<file path="config.mk">
export PLATFORM = sky130hd
export DESIGN_NAME = control_sequencer_flat
export DESIGN_NICKNAME = d
export VERILOG_FILES = /design/src/rtl/control_sequencer_if.sv /design/src/rtl/control_sequencer.sv /design/src/flat_wrapper.sv
export SDC_FILE = /design/constraint.sdc
export NUM_CORES = 1
export LEC_CHECK = 0
export CORE_ASPECT_RATIO = 1.1
export CORE_MARGIN = 2
export CORE_UTILIZATION = 48
export CTS_BUF_LIST = sky130_fd_sc_hd__clkbuf_4 sky130_fd_sc_hd__clkbuf_8 sky130_fd_sc_hd__clkbuf_16
export DETAILED_ROUTE_END_ITERATION = 6
export GPL_TIMING_DRIVEN = 0
export PLACE_DENSITY_LB_ADDON = 0.15
export SLEW_MARGIN = 0
export SYNTH_ARGS = -nofsm -noshare
export SYNTH_HDL_FRONTEND = slang
export SYNTH_SLANG_ARGS = --single-unit
</file>
<file path="constraint.sdc">
create_clock -name clock -period 6 [get_ports clock]
set_input_delay 0.6 -clock clock [delete_from_list [all_inputs] [get_ports clock]]
set_output_delay 0.6 -clock clock [all_outputs]
set_load 0.05 [all_outputs]
</file>
<file path="src/rtl/control_sequencer_if.sv">
// Control/status bundle between the instruction sequencer (master) and the datapath (slave).
interface control_sequencer_if;
    logic [15:0] op;
    logic [3:0]  modo;
    logic        flag_n;
    logic        flag_z;
    logic        mem_pronto;
    logic        io_pronto;
    logic [1:0]  sel_end;
    logic        mem_le;
    logic        mem_escreve;
    logic        carga_ri;
    logic        inc_pc;
    logic        carga_pc;
    logic        sel_pc;
    logic        carga_ac;
    logic        carga_nz;
    logic [2:0]  sel_ula;
    logic [1:0]  sel_op;
    logic        io_le;
    logic        io_escreve;
    logic        parado;
    logic        erro;

    modport master (
        input  op, modo, flag_n, flag_z, mem_pronto, io_pronto,
        output sel_end, mem_le, mem_escreve, carga_ri, inc_pc, carga_pc, sel_pc,
               carga_ac, carga_nz, sel_ula, sel_op, io_le, io_escreve, parado, erro
    );

    modport slave (
        output op, modo, flag_n, flag_z, mem_pronto, io_pronto,
        input  sel_end, mem_le, mem_escreve, carga_ri, inc_pc, carga_pc, sel_pc,
               carga_ac, carga_nz, sel_ula, sel_op, io_le, io_escreve, parado, erro
    );
endinterface

</file>
<file path="src/rtl/control_sequencer.sv">
// Multi-cycle instruction sequencer: fetch, decode, indirection, operand read, execute, store and I/O.
// Control outputs are decoded from the state so that load strobes follow pronto in the same cycle.
module control_sequencer (
    input  logic                clock,
    input  logic                reset_n,
    control_sequencer_if.master bus
);
    localparam int unsigned ULA_W = 3;

    localparam logic [3:0] S_INICIO = 4'd0;
    localparam logic [3:0] S_BUSCA  = 4'd1;
    localparam logic [3:0] S_DECOD  = 4'd2;
    localparam logic [3:0] S_INDIR  = 4'd3;
    localparam logic [3:0] S_OPER   = 4'd4;
    localparam logic [3:0] S_EXEC   = 4'd5;
    localparam logic [3:0] S_ESCR   = 4'd6;
    localparam logic [3:0] S_ES     = 4'd7;
    localparam logic [3:0] S_PARADO = 4'd8;
    localparam logic [3:0] S_ERRO   = 4'd9;

    localparam int unsigned OP_NOP = 15, OP_STA = 14, OP_LDA = 13, OP_ADD = 12;
    localparam int unsigned OP_SUB = 11, OP_AND = 10, OP_OR  = 9,  OP_NOT = 8;
    localparam int unsigned OP_J   = 7,  OP_JN  = 6,  OP_JZ  = 5,  OP_IN  = 4;
    localparam int unsigned OP_OUT = 3,  OP_SHR = 2,  OP_SHL = 1,  OP_HLT = 0;
    localparam int unsigned M_DIR  = 3,  M_IND  = 2,  M_IM   = 1,  M_SOP  = 0;

    // STA, LDA..OR and the three jumps take an addressing mode
    localparam logic [15:0] MODO_OPS = 16'h7EE0;
    localparam logic [15:0] JUMP_OPS = 16'h00E0;

    logic [3:0]       state, state_nx;
    logic [ULA_W-1:0] ula_q, ula_code;
    logic             imm_q, ind_q, sta_q, jmp_q, in_q;
    logic             uses_modo, is_jump, taken, bad_mode;

    // Instruction classification, only meaningful while in DECOD
    always_comb begin
        uses_modo = |(bus.op & MODO_OPS);
        is_jump   = |(bus.op & JUMP_OPS);
        taken     = bus.op[OP_J] | (bus.op[OP_JN] & bus.flag_n) | (bus.op[OP_JZ] & bus.flag_z);
        bad_mode  = uses_modo & (!$onehot(bus.modo) | bus.modo[M_SOP]
                                 | (bus.op[OP_STA] & bus.modo[M_IM]));
        ula_code  = 3'b000;
        if      (bus.op[OP_ADD]) ula_code = 3'b001;
        else if (bus.op[OP_SUB]) ula_code = 3'b010;
        else if (bus.op[OP_AND]) ula_code = 3'b011;
        else if (bus.op[OP_OR])  ula_code = 3'b100;
        else if (bus.op[OP_NOT]) ula_code = 3'b101;
        else if (bus.op[OP_SHR]) ula_code = 3'b110;
        else if (bus.op[OP_SHL]) ula_code = 3'b111;
    end

    // State register; instruction context is captured on leaving DECOD
    always_ff @(posedge clock or negedge reset_n) begin
        if (!reset_n) begin
            state <= S_INICIO;
            ula_q <= '0;
            imm_q <= 1'b0;
            ind_q <= 1'b0;
            sta_q <= 1'b0;
            jmp_q <= 1'b0;
            in_q  <= 1'b0;
        end else begin
            state <= state_nx;
            if (state == S_DECOD) begin
                ula_q <= ula_code;
                imm_q <= uses_modo & bus.modo[M_IM];
                ind_q <= bus.modo[M_IND];
                sta_q <= bus.op[OP_STA];
                jmp_q <= is_jump;
                in_q  <= bus.op[OP_IN];
            end
        end
    end

    always_comb begin
        state_nx        = state;
        bus.sel_end     = 2'b00;
        bus.mem_le      = 1'b0;
        bus.mem_escreve = 1'b0;
        bus.carga_ri    = 1'b0;
        bus.inc_pc      = 1'b0;
        bus.carga_pc    = 1'b0;
        bus.sel_pc      = 1'b0;
        bus.carga_ac    = 1'b0;
        bus.carga_nz    = 1'b0;
        bus.sel_ula     = 3'b000;
        bus.sel_op      = 2'b00;
        bus.io_le       = 1'b0;
        bus.io_escreve  = 1'b0;
        bus.parado      = 1'b0;
        bus.erro        = 1'b0;

        case (state)
            S_INICIO: state_nx = S_BUSCA;
            S_BUSCA: begin
                bus.mem_le = 1'b1;
                if (bus.mem_pronto) begin
                    bus.carga_ri = 1'b1;
                    bus.inc_pc   = 1'b1;
                    state_nx     = S_DECOD;
                end
            end
            S_DECOD: begin
                if (!$onehot(bus.op) || bad_mode)                    state_nx = S_ERRO;
                else if (bus.op[OP_NOP])                             state_nx = S_BUSCA;
                else if (bus.op[OP_HLT])                             state_nx = S_PARADO;
                else if (bus.op[OP_NOT] | bus.op[OP_SHR] | bus.op[OP_SHL]) state_nx = S_EXEC;
                else if (bus.op[OP_IN] | bus.op[OP_OUT])             state_nx = S_ES;
                else if (is_jump && !taken)                          state_nx = S_BUSCA;
                else if (bus.modo[M_IND])                            state_nx = S_INDIR;
                else if (is_jump) begin
                    bus.carga_pc = 1'b1;
                    state_nx     = S_BUSCA;
                end
                else if (bus.op[OP_STA])                             state_nx = S_ESCR;
                else if (bus.modo[M_DIR])                            state_nx = S_OPER;
                else                                                 state_nx = S_EXEC;
            end
            S_INDIR: begin
                bus.mem_le  = 1'b1;
                bus.sel_end = 2'b01;
                if (bus.mem_pronto) begin
                    if (jmp_q) begin
                        bus.carga_pc = 1'b1;
                        bus.sel_pc   = 1'b1;
                        state_nx     = S_BUSCA;
                    end
                    else if (sta_q) state_nx = S_ESCR;
                    else            state_nx = S_OPER;
                end
            end
            S_OPER: begin
                bus.mem_le  = 1'b1;
                bus.sel_end = ind_q ? 2'b10 : 2'b01;
                if (bus.mem_pronto) state_nx = S_EXEC;
            end
            S_EXEC: begin
                bus.carga_ac = 1'b1;
                bus.carga_nz = 1'b1;
                bus.sel_ula  = ula_q;
                bus.sel_op   = imm_q ? 2'b01 : 2'b00;
                state_nx     = S_BUSCA;
            end
            S_ESCR: begin
                bus.mem_escreve = 1'b1;
                bus.sel_end     = ind_q ? 2'b10 : 2'b01;
                if (bus.mem_pronto) state_nx = S_BUSCA;
            end
            S_ES: begin
                bus.io_le      = in_q;
                bus.io_escreve = !in_q;
                if (bus.io_pronto) begin
                    bus.carga_ac = in_q;
                    bus.carga_nz = in_q;
                    bus.sel_op   = in_q ? 2'b10 : 2'b00;
                    state_nx     = S_BUSCA;
                end
            end
            S_PARADO: bus.parado = 1'b1;
            S_ERRO: begin
                bus.parado = 1'b1;
                bus.erro   = 1'b1;
            end
            default: state_nx = S_ERRO;
        endcase
    end
endmodule

</file>
<file path="src/flat_wrapper.sv">
// flat-port wrapper written by rule: the top's interface ports become plain ports
module control_sequencer_flat 
  (clock, reset_n, bus_op, bus_modo, bus_flag_n, bus_flag_z, bus_mem_pronto, bus_io_pronto, bus_sel_end, bus_mem_le, bus_mem_escreve, bus_carga_ri, bus_inc_pc, bus_carga_pc, bus_sel_pc, bus_carga_ac, bus_carga_nz, bus_sel_ula, bus_sel_op, bus_io_le, bus_io_escreve, bus_parado, bus_erro);
  control_sequencer_if bus_i ();
  input  logic clock;
  input  logic reset_n;
  input wire logic [$bits(bus_i.op)-1:0] bus_op;
  input wire logic [$bits(bus_i.modo)-1:0] bus_modo;
  input wire logic [$bits(bus_i.flag_n)-1:0] bus_flag_n;
  input wire logic [$bits(bus_i.flag_z)-1:0] bus_flag_z;
  input wire logic [$bits(bus_i.mem_pronto)-1:0] bus_mem_pronto;
  input wire logic [$bits(bus_i.io_pronto)-1:0] bus_io_pronto;
  output wire logic [$bits(bus_i.sel_end)-1:0] bus_sel_end;
  output wire logic [$bits(bus_i.mem_le)-1:0] bus_mem_le;
  output wire logic [$bits(bus_i.mem_escreve)-1:0] bus_mem_escreve;
  output wire logic [$bits(bus_i.carga_ri)-1:0] bus_carga_ri;
  output wire logic [$bits(bus_i.inc_pc)-1:0] bus_inc_pc;
  output wire logic [$bits(bus_i.carga_pc)-1:0] bus_carga_pc;
  output wire logic [$bits(bus_i.sel_pc)-1:0] bus_sel_pc;
  output wire logic [$bits(bus_i.carga_ac)-1:0] bus_carga_ac;
  output wire logic [$bits(bus_i.carga_nz)-1:0] bus_carga_nz;
  output wire logic [$bits(bus_i.sel_ula)-1:0] bus_sel_ula;
  output wire logic [$bits(bus_i.sel_op)-1:0] bus_sel_op;
  output wire logic [$bits(bus_i.io_le)-1:0] bus_io_le;
  output wire logic [$bits(bus_i.io_escreve)-1:0] bus_io_escreve;
  output wire logic [$bits(bus_i.parado)-1:0] bus_parado;
  output wire logic [$bits(bus_i.erro)-1:0] bus_erro;
  assign bus_i.op = bus_op;
  assign bus_i.modo = bus_modo;
  assign bus_i.flag_n = bus_flag_n;
  assign bus_i.flag_z = bus_flag_z;
  assign bus_i.mem_pronto = bus_mem_pronto;
  assign bus_i.io_pronto = bus_io_pronto;
  assign bus_sel_end = bus_i.sel_end;
  assign bus_mem_le = bus_i.mem_le;
  assign bus_mem_escreve = bus_i.mem_escreve;
  assign bus_carga_ri = bus_i.carga_ri;
  assign bus_inc_pc = bus_i.inc_pc;
  assign bus_carga_pc = bus_i.carga_pc;
  assign bus_sel_pc = bus_i.sel_pc;
  assign bus_carga_ac = bus_i.carga_ac;
  assign bus_carga_nz = bus_i.carga_nz;
  assign bus_sel_ula = bus_i.sel_ula;
  assign bus_sel_op = bus_i.sel_op;
  assign bus_io_le = bus_i.io_le;
  assign bus_io_escreve = bus_i.io_escreve;
  assign bus_parado = bus_i.parado;
  assign bus_erro = bus_i.erro;
  control_sequencer u_core (.clock(clock), .reset_n(reset_n), .bus(bus_i));
endmodule
</file>
# Word level (Yosys, flattened, before mapping)
# Cells that the tools add are included.
[op_classes]
n_addsub = 18
n_eq_ne = 16
n_mux = 54
bitwise = 13
reduce_logical = 14
[ops]
columns = ["cell", "n"]
rows = [
  ["4-bit two-way mux", 15],
  ["5-bit adder", 7],
  ["4-bit one-hot mux with 8 select lines", 1],
  ["3-bit two-way mux", 8],
  ["1-bit two-way mux", 22],
  ["1-bit by 1-bit adder with 2-bit output", 10],
  ["4-bit by 3-bit == test with 1-bit output (second input constant)", 4],
  ["2-bit != test (second input constant)", 5],
  ["9-bit OR reduction", 1],
  ["4-bit by 2-bit == test with 1-bit output (second input constant)", 2],
  ["4-bit == test (second input constant)", 2],
  ["2-bit two-way mux", 4],
  ["2-bit one-hot mux with 2 select lines", 2],
  ["1-bit bitwise OR", 7],
  ["6-bit AND reduction", 1],
  ["2-bit OR reduction", 3],
  ["3-bit OR reduction", 2],
  ["1-bit AND", 5],
  ["5-bit by 1-bit == test with 1-bit output (second input constant)", 1],
  ["4-bit by 1-bit == test with 1-bit output (second input constant)", 1],
  ["1-bit zero test", 4],
  ["4-bit zero test", 1],
  ["1-bit one-hot mux with 2 select lines", 2],
  ["3-bit adder", 1],
  ["4 further kinds", 4],
]
[word_totals]
register_bits = 12
out_inout_bits = 19
elab_cells = 122

# Depth between registers and ports, before layout
[logic_depth]
depth_word = 12
ltp_mapped = 17
ltp_nobuf = 17

# Least setup slack after synthesis
# Ideal clock, no wire load.
[synth_path]
kind = "input -> output"
startpoint = "input bus_op[0]"
endpoint = "output bus_carga_pc"
t_arrival_ps = 5181
required_ps = 5400
path_slack_ps = 219
stages = 14
path_buffers = 0
cell_sequence = "ha_1 -> inv_1 -> fa_1 -> fa_1 -> fa_1 -> inv_1 -> fa_1 -> ha_1 -> fa_1 -> nor4b_1 -> o21ai_0 -> a2111oi_4 -> nand2_2 -> o22ai_1"
[synth_between]
elab_chain_cells = 9
elab_cells_between_ends = 11
[synth_lines]
columns = ["element", "line_no", "rtl"]
rows = [
  ["start: declaration", "flat_wrapper.sv:7", "input wire logic [$bits(bus_i.op)-1:0] bus_op;"],
  ["1-bit by 1-bit adder with 2-bit output (implied by the code)", "control_sequencer.sv:105", "if (!$onehot(bus.op) || bad_mode) state_nx = S_ERRO;"],
  ["5-bit adder (implied by the code) (3 in a row)", "control_sequencer.sv:105", ""],
  ["5-bit by 1-bit == test with 1-bit output", "control_sequencer.sv:105", ""],
  ["1-bit zero test", "control_sequencer.sv:105", ""],
  ["1-bit logical OR", "control_sequencer.sv:105", ""],
  ["1-bit two-way mux *", "control_sequencer.sv:105", ""],
  ["1-bit one-hot mux with 2 select lines *", "control_sequencer.sv:94", "case (state)"],
  ["end: declaration", "flat_wrapper.sv:18", "output wire logic [$bits(bus_i.carga_pc)-1:0] bus_carga_pc;"],
]
# Mark *: on every way between the ends. The rest lies on a longest branch, timed or not.

# Final worst setup path
[layout_path]
startpoint = "input bus_op[13]"
endpoint = "output bus_carga_pc"
[layout_between]
elab_chain_cells = 9
elab_cells_between_ends = 11
[layout_lines]
columns = ["element", "line_no"]
rows = [
  ["1-bit by 1-bit adder with 2-bit output (implied by the code)", "control_sequencer.sv:105"],
  ["5-bit adder (implied by the code) (3 in a row)", "control_sequencer.sv:105"],
  ["5-bit by 1-bit == test with 1-bit output", "control_sequencer.sv:105"],
  ["1-bit zero test", "control_sequencer.sv:105"],
  ["1-bit logical OR *", "control_sequencer.sv:105"],
  ["1-bit two-way mux *", "control_sequencer.sv:105"],
  ["1-bit one-hot mux with 2 select lines *", "control_sequencer.sv:94"],
]
# Marked as above.

==> out/results.md <==
| Quantity | Value |
|---|---|
| Mean Syn Cell Area | 8.473 µm² |
| Setup repair after global routing missed its margin | no |
| Netlist cell types | 39 |
| Portion of total power attributed to combinational logic | 62.0% |
| Period utilisation layout | 95.91% |
| Internal power summed over all cells | 0.0002333 W |
| Net switching power figure | 0.0001413 W |
| Worst-case headroom to the max-slew limit | 51.27% |
| Synth-to-layout area growth | 37.56% |
| Later-pin clock latency in the skew report | 260 ps |
| First-pass GRT wire length | 6.196 mm |
| Share of async-settable or async-resettable flops after synthesis | 100.0% |
| Root buffer cell | sky130_fd_sc_hd__clkbuf_4 |
| Die extent in y | 63.77 µm |
| Number of instances in the placed design | 262 |
| Initial Util | 50.71% |
| Leading register cell type out of synthesis | sky130_fd_sc_hd__dfrtp_1 |
| Req. time, crit path | 5400 ps |
| Final std cells w/o fill | 269 |
| CTS tree | done |
| Number of filler instances in the final layout | 274 |
| Share of Yosys cell area claimed by the top area cell type | 19.26% |
| Met2 Use GR | 41.29% |
| Vias after detailed routing | 1449 |
| Layer carrying the most global-route usage | met2 |
| Kind of end point of the critical path | primary output |
| Minimum period implied by the final worst setup slack | 5755 ps |
| Total number of H-tree levels | 1 |
| Maximum buffer depth of the clock tree | 2 |
| PD cells | 174.7 nW/µm² |
| Maximum number of pins on one net before global-route repair | 13 |
| Final setup violation count | 0 |
| Critical Path Most Common Cell | sky130_fd_sc_hd__fa_1 |
| Register area share after synthesis | 19.26% |
| Net count, final | 292 |
| Area of the die | 3720 µm² |
| Seq pwr share | 21.6% |
| Worst slack on hold paths | 478.5 ps |
| IR Drop Worst-Case VDD | 0.2731 mV |
| Post-synthesis register bit count | 12 |
| Clock share of power | 16.4% |
| Post-route ant nets | 0 |
| Antenna violations before repair | 0 |
| Leakage component of the power | 1.047 nW |
| Largest cells by area after synthesis | sky130_fd_sc_hd__dfrtp_1 (19%), sky130_fd_sc_hd__fa_1 (15%), sky130_fd_sc_hd__ha_1 (14%), sky130_fd_sc_hd__inv_1 (7.2%), sky130_fd_sc_hd__nand2_1 (5.1%) |
| Worst slack at placement | -765.6 ps |
| Number of detailed-routing iterations run before antenna repair | 4 |
| Cell count after synthesis | 184 |
| Total CTS buffers | 3 |
| Core occupancy in the finished layout | 69.76% |
| Final WS setup | 245.1 ps |
| GRT Util Overall | 20.95% |
| Routability-driven placement congestion ratio | 0.8561 |
| Cell accounting for the most synthesized area | sky130_fd_sc_hd__dfrtp_1 |
| FMAX | 173.8 MHz |
| Placeable core region | 3074 µm² |
| Synthesized netlist net count | 240 |
| Total gr overflow | 0 |
| Post-cts hold buffer count | 0 |
| Element type at the critical path start | input pin |
| Global routing usage on met1 | 23.93% |
| Chip width | 58.34 µm |
| Clock slew seen by the registers of the worst setup and hold paths | 70 ps |
| Wire length after detailed routing | 3.559 mm |
| Port bufs | 44 |
| Global-route met3 utilization | 0% |
| Slew of the pin with the lowest slew margin | 725.4 ps |
| Mean routed wirelength per cell | 13.23 µm |
| Via count of the first global-routing pass | 1412 |
| Ant diodes | 0 |
| Cell Chain, Critical Path | clkdlybuf4s50_1, ha_1, inv_1, fa_1, fa_1, fa_1, inv_1, fa_1, ha_1, fa_1, nor4b_2, o21ai_2, a2111oi_4, nand2_2, o22ai_2, buf_6 |
| Cell at the slowest stage of the critical path | sky130_fd_sc_hd__fa_1 |
| Number of enable-type register cells in the synthesized netlist | 0 |
| Io pins | 45 |
| Class of the tightest hold or removal check | flip-flop to flip-flop |
| Largest driver fanout on the critical path | 2 |
| CP max stage delay | 540 ps |
| Total half-perimeter wirelength after legalization and detailed placement | 3.077 mm |
| Type of the setup path with the least slack | input pin to primary output |
| Synth Warn # | 0 |
| Final clock skew | 1.907 ps |
| Max-slew violation count | 0 |
| Clk sinks | 12 |
| First DRT Iteration DRCs | 43 |
| Via density per instance | 5.387 |
| Outcome | finished, final reports clean |
| Arrival time of the worst setup path | 5150 ps |
| Final routed DRC violation total | 0 |
| Post-synth design cell area | 1559 µm² |
| Share of post-route cells with drive strength above 1 | 9.362% |
| Max Cap Viol | 0 |
| Row Count | 21 |
| Number of failing hold endpoints at the final stage | 0 |
| Sw Ratio | 37.72% |
## final timing paths
| check | start | cells past startpoint | endpoint | slack, ps |
|---|---|---|---|---|
| worst min register to register | u_core.imm_q | 2 | u_core.imm_q | 480 |
| min in group asynchronous | reset_n | 1 | u_core.ind_q | 660 |
| worst max-delay path | bus_op[13] | 16 | bus_carga_pc | 250 |
| max in group asynchronous | reset_n | 1 | u_core.ula_q[0] | 5000 |
| worst min-delay path | u_core.imm_q | 2 | u_core.imm_q | 480 |
| worst max register to register | u_core.state[3] | 3 | u_core.ula_q[2] | 4250 |
## routing by layer
metal  up-vias  part of all wire (%)
met2        38                    56
li1        719                     -
met3         6                   3.6
met4         0                   1.5
met1       686                    39
met5         -                     0
## through the flow
stage / instance area, µm² / setup TNS, ps / total power (W)
after detailed placement: 2042 / -765.6 / 0.0002752
after global placement: 2042 / -679.3 / 0.0002593
after global routing: 2145 / 0 / 0.0004147
after floorplan: 1559 / 0 / 0.0002153
final: 2145 / 0 / 0.0003747
after CTS: 2090 / 0 / 0.0003473
## synth_stat cells, types with 2 or more instances
cell / count
sky130_fd_sc_hd__o22a_1: 2
sky130_fd_sc_hd__nor3_1: 8
sky130_fd_sc_hd__buf_4: 2
sky130_fd_sc_hd__o211ai_1: 3
sky130_fd_sc_hd__nor4b_1: 2
sky130_fd_sc_hd__buf_2: 2
sky130_fd_sc_hd__inv_1: 30
sky130_fd_sc_hd__nand3_1: 4
sky130_fd_sc_hd__a2111oi_0: 2
sky130_fd_sc_hd__nand2b_1: 7
sky130_fd_sc_hd__nor2b_1: 2
sky130_fd_sc_hd__ha_1: 18
sky130_fd_sc_hd__mux2i_1: 2
sky130_fd_sc_hd__nor2_1: 10
sky130_fd_sc_hd__dfrtp_1: 12
sky130_fd_sc_hd__a21oi_1: 7
sky130_fd_sc_hd__nor3b_1: 3
sky130_fd_sc_hd__o22ai_1: 3
sky130_fd_sc_hd__o31ai_1: 2
sky130_fd_sc_hd__fa_1: 12
sky130_fd_sc_hd__and2_1: 6
sky130_fd_sc_hd__nand2_1: 21
sky130_fd_sc_hd__o21ai_0: 6
sky130_fd_sc_hd__clkbuf_1: 3
## critical path, delay by kind of cell
family | cells | cell delay [ps]
AO/OA/AOI/OAI | 3 | 580
adder cells (fa/ha/maj) | 7 | 2810
buffers and inverters | 4 | 760
AND/OR/NAND/NOR | 2 | 400
## power by group through the flow
stage | clock network, W | logic, W | registers, W
after floorplan | 0 | 0.000133 | 0.0000824
after global placement | 0 | 0.000177 | 0.0000824
after detailed placement | 0 | 0.000193 | 0.0000824
after CTS | 0.0000622 | 0.000204 | 0.0000808
after global routing | 0.0000659 | 0.000268 | 0.0000808
final | 0.0000614 | 0.000232 | 0.0000808
## state kept, by name, indices dropped and copies added, names as in the netlist
| register | flops |
|---|---|
| u_core.imm_q | 1 |
| u_core.ind_q | 1 |
| u_core.state | 4 |
| u_core.jmp_q | 1 |
| u_core.in_q | 1 |
| u_core.ula_q | 3 |
| u_core.sta_q | 1 |
## cells in the final DEF, fill, tap and decap left out, types with 2 or more instances in the layout
| cell type | count |
|---|---|
| sky130_fd_sc_hd__nor3b_1 | 3 |
| sky130_fd_sc_hd__o22ai_1 | 2 |
| sky130_fd_sc_hd__nor3_1 | 8 |
| sky130_fd_sc_hd__ha_1 | 18 |
| sky130_fd_sc_hd__dfrtp_1 | 12 |
| sky130_fd_sc_hd__dlymetal6s2s_1 | 10 |
| sky130_fd_sc_hd__nand2b_1 | 7 |
| sky130_fd_sc_hd__o31ai_1 | 2 |
| sky130_fd_sc_hd__clkdlybuf4s50_1 | 32 |
| sky130_fd_sc_hd__clkbuf_4 | 3 |
| sky130_fd_sc_hd__fa_1 | 11 |
| sky130_fd_sc_hd__and2_1 | 6 |
| sky130_fd_sc_hd__a2111oi_0 | 2 |
| sky130_fd_sc_hd__nor2b_1 | 2 |
| sky130_fd_sc_hd__a21oi_1 | 7 |
| sky130_fd_sc_hd__nor2_1 | 10 |
| sky130_fd_sc_hd__inv_1 | 30 |
| sky130_fd_sc_hd__clkbuf_1 | 3 |
| sky130_fd_sc_hd__buf_2 | 2 |
| sky130_fd_sc_hd__nand2_1 | 21 |
| sky130_fd_sc_hd__buf_4 | 5 |
| sky130_fd_sc_hd__o211ai_1 | 3 |
| sky130_fd_sc_hd__o21ai_0 | 5 |
| sky130_fd_sc_hd__mux2i_1 | 2 |
| sky130_fd_sc_hd__nand3_1 | 4 |
| sky130_fd_sc_hd__o22a_1 | 2 |
## layout make-up
type,instances,area (µm²),share of cell area (%)
multi-input cells,135,1129,52.63
clock buffers,4,36.28,1.692
repair buffers,47,488.0,22.75
flip-flops and latches,12,300.3,14.00
plain buffers,7,36.28,1.692
inverters,30,112.6,5.251
well taps,34,42.54,1.984
## timing repair
action                                  4_1_cts  5_1_grt
endpoints found under the setup margin        1        1
pin swaps                                     1        3
gates resized for setup                       8       15
buffers inserted                              2        1
## cells by family (layout without fill, tap and decap cells)
kind of cell / count (synthesis) / in the layout / share of synthesized area [%]
AND/OR/NAND/NOR: 70 / 70 / 24.32
buffers and inverters: 37 / 88 / 9.550
AO/OA/AOI/OAI: 32 / 32 / 15.01
adder cells (fa/ha/maj): 30 / 30 / 29.86
flip-flops: 12 / 12 / 19.26
multiplexers: 3 / 3 / 2.006
(Power assumes the default switching activity.)
